`src/rtl/sad_disparity_selector.sv`:
```
// Winner-take-all disparity selector: tracks the minimum SAD over MAX_DISPARITY
// candidates per pixel and holds the winning index/SAD until the consumer accepts.
module sad_disparity_selector #(
  parameter int SAD_BITS      = 11,
  parameter int MAX_DISPARITY = 16,
  parameter int DISP_BITS     = 6
) (
  input  logic                 S_AXI_ACLK,
  input  logic                 S_AXI_ARESETN,
  input  logic                 sad_valid,
  output logic                 sad_ready,
  input  logic [SAD_BITS-1:0]  sad_in,
  input  logic                 sad_first,
  output logic                 disp_valid,
  input  logic                 disp_ready,
  output logic [DISP_BITS-1:0] disp_out,
  output logic [SAD_BITS-1:0]  disp_sad,
  output logic                 resync_err
);

  typedef enum logic [1:0] {IDLE, ACCUM, HOLD} state_t;

  localparam logic [DISP_BITS-1:0] LAST_IDX = DISP_BITS'(MAX_DISPARITY - 1);

  state_t               state, next_state;
  logic [DISP_BITS-1:0] idx;
  logic [DISP_BITS-1:0] best_idx;
  logic [SAD_BITS-1:0]  best_sad;
  logic                 accept, restart, step, last, better;

  // A beat opens a new pixel in IDLE, or in ACCUM when it carries sad_first.
  always_comb begin
    accept  = sad_valid && sad_ready;
    restart = accept && ((state == IDLE) || sad_first);
    step    = accept && (state == ACCUM) && !sad_first;
    last    = step && (idx == LAST_IDX);
    better  = sad_in < best_sad;
  end

  always_ff @(posedge S_AXI_ACLK or negedge S_AXI_ARESETN) begin
    if (!S_AXI_ARESETN) state <= IDLE;
    else                state <= next_state;
  end

  always_comb begin
    next_state = state;
    case (state)
      IDLE:    if (accept)     next_state = ACCUM;
      ACCUM:   if (last)       next_state = HOLD;
      HOLD:    if (disp_ready) next_state = IDLE;
      default:                 next_state = IDLE;
    endcase
  end

  always_comb begin
    sad_ready = (state != HOLD);
  end

  always_ff @(posedge S_AXI_ACLK or negedge S_AXI_ARESETN) begin
    if (!S_AXI_ARESETN) begin
      idx        <= '0;
      best_sad   <= '1;
      best_idx   <= '0;
      disp_valid <= 1'b0;
      disp_out   <= '0;
      disp_sad   <= '0;
      resync_err <= 1'b0;
    end else begin
      if (restart) begin
        best_sad <= sad_in;
        best_idx <= '0;
        idx      <= DISP_BITS'(1);
        if (state == ACCUM) resync_err <= 1'b1;
      end else if (step) begin
        if (better) begin
          best_sad <= sad_in;
          best_idx <= idx;
        end
        idx <= idx + 1'b1;
        // The final candidate is folded into the result directly, not via best_*.
        if (last) begin
          disp_valid <= 1'b1;
          disp_out   <= better ? idx    : best_idx;
          disp_sad   <= better ? sad_in : best_sad;
        end
      end
      if ((state == HOLD) && disp_ready) disp_valid <= 1'b0;
    end
  end

endmodule

```
`config.mk`:
```
export PLATFORM = sky130hd
export DESIGN_NAME = sad_disparity_selector
export DESIGN_NICKNAME = d
export VERILOG_FILES = /design/src/rtl/sad_disparity_selector.sv
export SDC_FILE = /design/constraint.sdc
export NUM_CORES = 1
export LEC_CHECK = 0
export CAP_MARGIN = 15
export CORE_UTILIZATION = 39
export CTS_CLUSTER_SIZE = 28
export DETAILED_ROUTE_END_ITERATION = 8
export MAX_ROUTING_LAYER = met4
export PLACE_DENSITY = 0.73
export SKIP_CTS_REPAIR_TIMING = 1
export SYNTH_ARGS = -nofsm -noshare
export SYNTH_HDL_FRONTEND = slang
export SYNTH_SLANG_ARGS = --single-unit
```
`constraint.sdc`:
```
create_clock -name S_AXI_ACLK -period 3 [get_ports S_AXI_ACLK]
set_clock_uncertainty 0.1 [all_clocks]
set_input_delay 0.6 -clock S_AXI_ACLK [delete_from_list [all_inputs] [get_ports S_AXI_ACLK]]
set_output_delay 0.6 -clock S_AXI_ACLK [all_outputs]
set_load 0.01 [all_outputs]
```
== Yosys cells after proc, flatten, opt, wreduce, memory -nomap -nowiden ==
Cells that the tools add are included.

* Input port bits: 16
* Register bits: 44
* Word-level logic and storage cells: 51

* Magnitude comparators: 1
* Reduce and logical (&&, ||, !) cells: 16
* Equal/unequal tests: 8
* Bitwise operators: 1
* Mux-type cells: 16
* Add/sub/neg operators: 1

{| class="wikitable"
|+ Operators by type and width
! kind !! count
|-
| $mux W11 || 3
|-
| $mux W6 || 5
|-
| $lt A11 B11 Y1 || 1
|-
| $reduce_and A3 Y1 || 3
|-
| $ne A2 B2 Y1 const B || 4
|-
| $add A6 B1 Y6 const B || 1
|-
| $eq A6 B4 Y1 const B || 1
|-
| $logic_and A1 B1 Y1 || 6
|-
| $mux W2 || 3
|-
| $pmux W2 S3 || 1
|-
| $reduce_bool A2 Y1 || 3
|-
| $mux W1 || 4
|-
| $eq A2 B1 Y1 const B || 1
|-
| $eq A2 B2 Y1 const B || 1
|-
| $logic_not A2 Y1 || 1
|-
| $ne A2 B1 Y1 const B || 1
|-
| $reduce_and A2 Y1 || 1
|-
| $logic_not A1 Y1 || 1
|-
| $logic_or A1 B1 Y1 || 1
|-
| $not A1 Y1 || 1
|}

== Logic depth before layout (Yosys ltp) ==
* Word-level depth: 9
* Mapped depth: 9
* Gate-level depth less buffers: 8

== Worst setup path before layout ==
No wires, ideal clock.

* Kind: input-to-reg
* Start: input sad_in[9]
* End: register best_sad[10]
* Stages: 8
* Setup time: 0.082 ns
* Path buffers: 1
* Arrival time: 2.335 ns
* Slack: 0.482 ns
* Path through: ha_1 a21oi_1 o22ai_1 a2111oi_2 nand3_1 nand2_1 buf_2 mux2_2

* Longest elaborated chain between the ends: 4

{| class="wikitable"
|+ RTL lines
! what !! RTL line !! RTL
|-
| start: declaration || 12 || <nowiki>input logic [SAD_BITS-1:0] sad_in,</nowiki>
|-
| $lt A11 B11 Y1 || 37 || <nowiki>better = sad_in < best_sad;</nowiki>
|-
| $mux W11 (3 in a row) || n/a ||
|-
| end signal: assignment || 70 || <nowiki>best_sad <= sad_in;</nowiki>
|-
| end signal: assignment || 76 || <nowiki>best_sad <= sad_in;</nowiki>
|-
| end: declaration || 28 || <nowiki>logic [SAD_BITS-1:0] best_sad;</nowiki>
|}

No other way between the ends. The select of a mux whose other input is x is not followed.
A chain may end at the register's enable or synchronous reset.

== Worst setup path after layout ==
* Start: input sad_in[4]
* End: register best_sad[5]

Same word-level chain as after synthesis.

==> results.toml <==
[outcome]
status = "finished clean"

[grt]
grtUsageTotal = 0.1561
grt_pass1_wl_mm = 7.038
grt_max_degree = 45
antenna_found_initial = 0
grt_overflow = 0
grt_pass1_vias = 1522

[critical_path]
cp.required_ns = 3.13
crit_type = "input pin to flop"
crit_path_start_kind = "input pin"
timing.rr.end = "disp_sad[10]$_DFFE_PN0P_"
worstReg2RegStart = "best_sad[7]$_DFFE_PN1P_"
r2r_cells = 8
critPathCapture = "best_sad[5]$_DFFE_PN1P_"
crit_fanout = 6
cp_common_cell = "buf_4"
end_kind = "flop"
crit_chain = "clkdlybuf4s50_1 -> ha_1 -> a21oi_1 -> o22ai_1 -> a2111oi_2 -> buf_4 -> nand3_1 -> nand2_1 -> buf_4 -> mux2_2"
rrSetupSlack_ns = 0.49
startpoint = "sad_in[4]"
arrival_ns = 2.86
crit_slowest_cell = "clkdlybuf4s50_1"
max_stage_delay_ns = 0.46

[placed_design]
dp_hpwl_mm = 2.921
placed_area_sq_um = 2689
place_inst = 318
io_buffer_count = 35
gp_congestion = 0.7766
place_ws_ns = -0.03613

[cells_and_area]
final_cells = 326
area_growth_pct = 29.91
n_antenna_cell = 0
final_layout_size_suffix_gt1_frac = 0.2109
final_area_sq_um = 2804
layout.nets = 282
final_util = 0.5387

[sta]
hold_violations = 0
min_period_over_period = 0.9101
max_slew_margin = 0.3664
rsz0062_at_grt = "no"
fin_ws_ns = 0.2698
worst_slew_pin_slew_ns = 0.9505
fin_crit_ns = 2.730
setup_viol = 0
fmax_ghz = 0.3663
setup-tns-final_ns = 0
slew_violations = 0
holdWs_ns = 0.3475

[routing]
wl_per_cell_um = 12.35
dr.pass1.iters = 4
drtIter0Drc = 97
vias = 1577
viasPerCell = 4.837
final_antenna_net_count = 0
finalWirelength_mm = 4.025
drc_errors = 0

[yosys]
ys_seq_area_frac = 0.5165
netlist_top_cells_area = "dfrtp_1 38%, dfstp_2 13%, ha_1 6.4%"
synthesis.area_sq_um = 2158
synthDistinctLibCells = 31
yosys_register_bits = 44
avgSynthCellArea_sq_um = 10.63
syn_inst = 203
yosys_warnings = 0
yosys.area.top_type_share = 0.3826
synth_top_cell_by_area = "dfrtp_1"
synth_nets = 230

[clock_tree]
tritoncts = "built"
clockBufferDepth = 2
htreeDepth = 2
cts-root-buf = "clkbuf_8"
path_clk_slew_ns = 0.09
clkSinkCount = 44
clk_latency_ns = 0.30
numCtsBuffers = 5

[min_path]
hp-class = "input pin to async pin"

[power_and_ir_drop]
total_power_mw = 1.741
pwr_density_cell_nw_per_um2 = 620.8
leakagePower_nw = 1.278
ir_drop_v = 0.0002691

[die]
num_io_pins = 36
die-width_um = 76.39
initial_core_util = 0.4147
die_height_um = 76.39
core_sq_um = 5205
die_area_sq_um = 5835
rows = 26

[flow_run]
maxCapViolCount = 0
-- routing by layer --
metal	GRT usage	vias to the layer above	wire (um)
li1	-	807	-
met1	0.2064	741	2009
met2	0.2369	25	1847
met3	0.03234	4	126
met4	0.05769	0	40
met5	-	-	0
-- sequential cells by signal, indices dropped and copies added, names as in the netlist --
| signal | flops |
|---|---|
| best_idx | 6 |
| best_sad | 11 |
| disp_out | 6 |
| disp_sad | 11 |
| disp_valid | 1 |
| idx | 6 |
| resync_err | 1 |
| state | 2 |
-- worst min-delay path by stage --
stage,end,slack [ns],from,cells after the start
after CTS,best_idx[1]$_DFFE_PN0P_,0.38,S_AXI_ARESETN,1
after global placement,resync_err$_DFFE_PN0P_,0.34,resync_err$_DFFE_PN0P_,1
final,state[0]$_DFFE_PN0P_,0.35,S_AXI_ARESETN,1
after global routing,disp_out[2]$_DFFE_PN0P_,0.43,S_AXI_ARESETN,1
after detailed placement,resync_err$_DFFE_PN0P_,0.35,resync_err$_DFFE_PN0P_,1
after floorplan,best_idx[0]$_DFFE_PN0P_,0.20,S_AXI_ARESETN,0
-- cells in the final DEF (no fill, tap or decap) --
cell type and count:
clkdlybuf4s50_1 34, nor2_1 22, clkinvlp_4 1, inv_6 1, a211oi_1 1, ha_1 11
a21oi_1 18, mux2_2 11, o21ai_0 4, inv_1 16, nor3_1 2, nor2b_1 1
nand4_1 3, o22a_1 1, or4_4 1, a21o_1 2, nor3_2 1, xor2_1 4
clkbuf_8 5, buf_4 18, and3_1 2, a31oi_1 2, nand2b_1 4, o32ai_1 2
mux2i_1 13, a2111oi_2 1, dfstp_2 11, o21bai_1 1, buf_2 1, nor3_4 1
nand2_1 16, a21oi_4 1, nand3_1 5, dfrtp_1 33, bufinv_16 1, o22ai_1 5
-- synth_stat cells --
cell type,count
a2111oi_2,1
a211oi_1,1
a21o_1,2
a21oi_1,18
a21oi_4,1
a31oi_1,2
and3_1,2
buf_2,5
buf_6,1
clkbuf_1,2
dfrtp_1,33
dfstp_2,11
ha_1,11
inv_1,16
mux2_2,11
mux2i_1,13
nand2_1,16
nand2b_1,4
nand3_1,5
nand4_1,3
nor2_1,22
nor2b_1,1
nor3_1,2
nor3_2,2
o21ai_0,4
o21bai_1,1
o22a_1,1
o22ai_1,5
o32ai_1,2
or4_4,1
xor2_1,4
-- power breakdown --
group	total, mW	switching, mW	internal [mW]
Clock	0.464	0.213	0.251
Combinational	0.528	0.243	0.286
Sequential	0.748	0.0528	0.696
Total	1.74	0.509	1.23
-- critical path: cells and delay by family --
kind / cells / cell delay (ns)
simple gates: 2 / 0.18
buf+inv: 3 / 0.81
mux: 1 / 0.35
fa+ha+maj: 1 / 0.33
compound gates: 3 / 0.60
-- cell type report --
cell class                 count  area (sq um)
clock buffer                   5         68.82
clock inverter                 3         46.29
fill                         475          2401
inverter                      16         60.06
multi-input combinational    135         945.9
sequential                    44          1115
tap                           70         87.58
timing repair buffer          53         480.5
-- cell families (layout without fill, tap and decap cells) --
family,after synthesis,after routing,share of synthesized area
buffers and inverters,24,77,0.04812
XOR/XNOR,4,4,0.01623
AND/OR/NAND/NOR,58,58,0.1258
AO/OA/AOI/OAI,38,38,0.1119
adder cells (fa/ha/maj),11,11,0.06377
multiplexers,24,24,0.1177
flip-flops,44,44,0.5165
No activity file was read; power rests on OpenSTA's default activity.
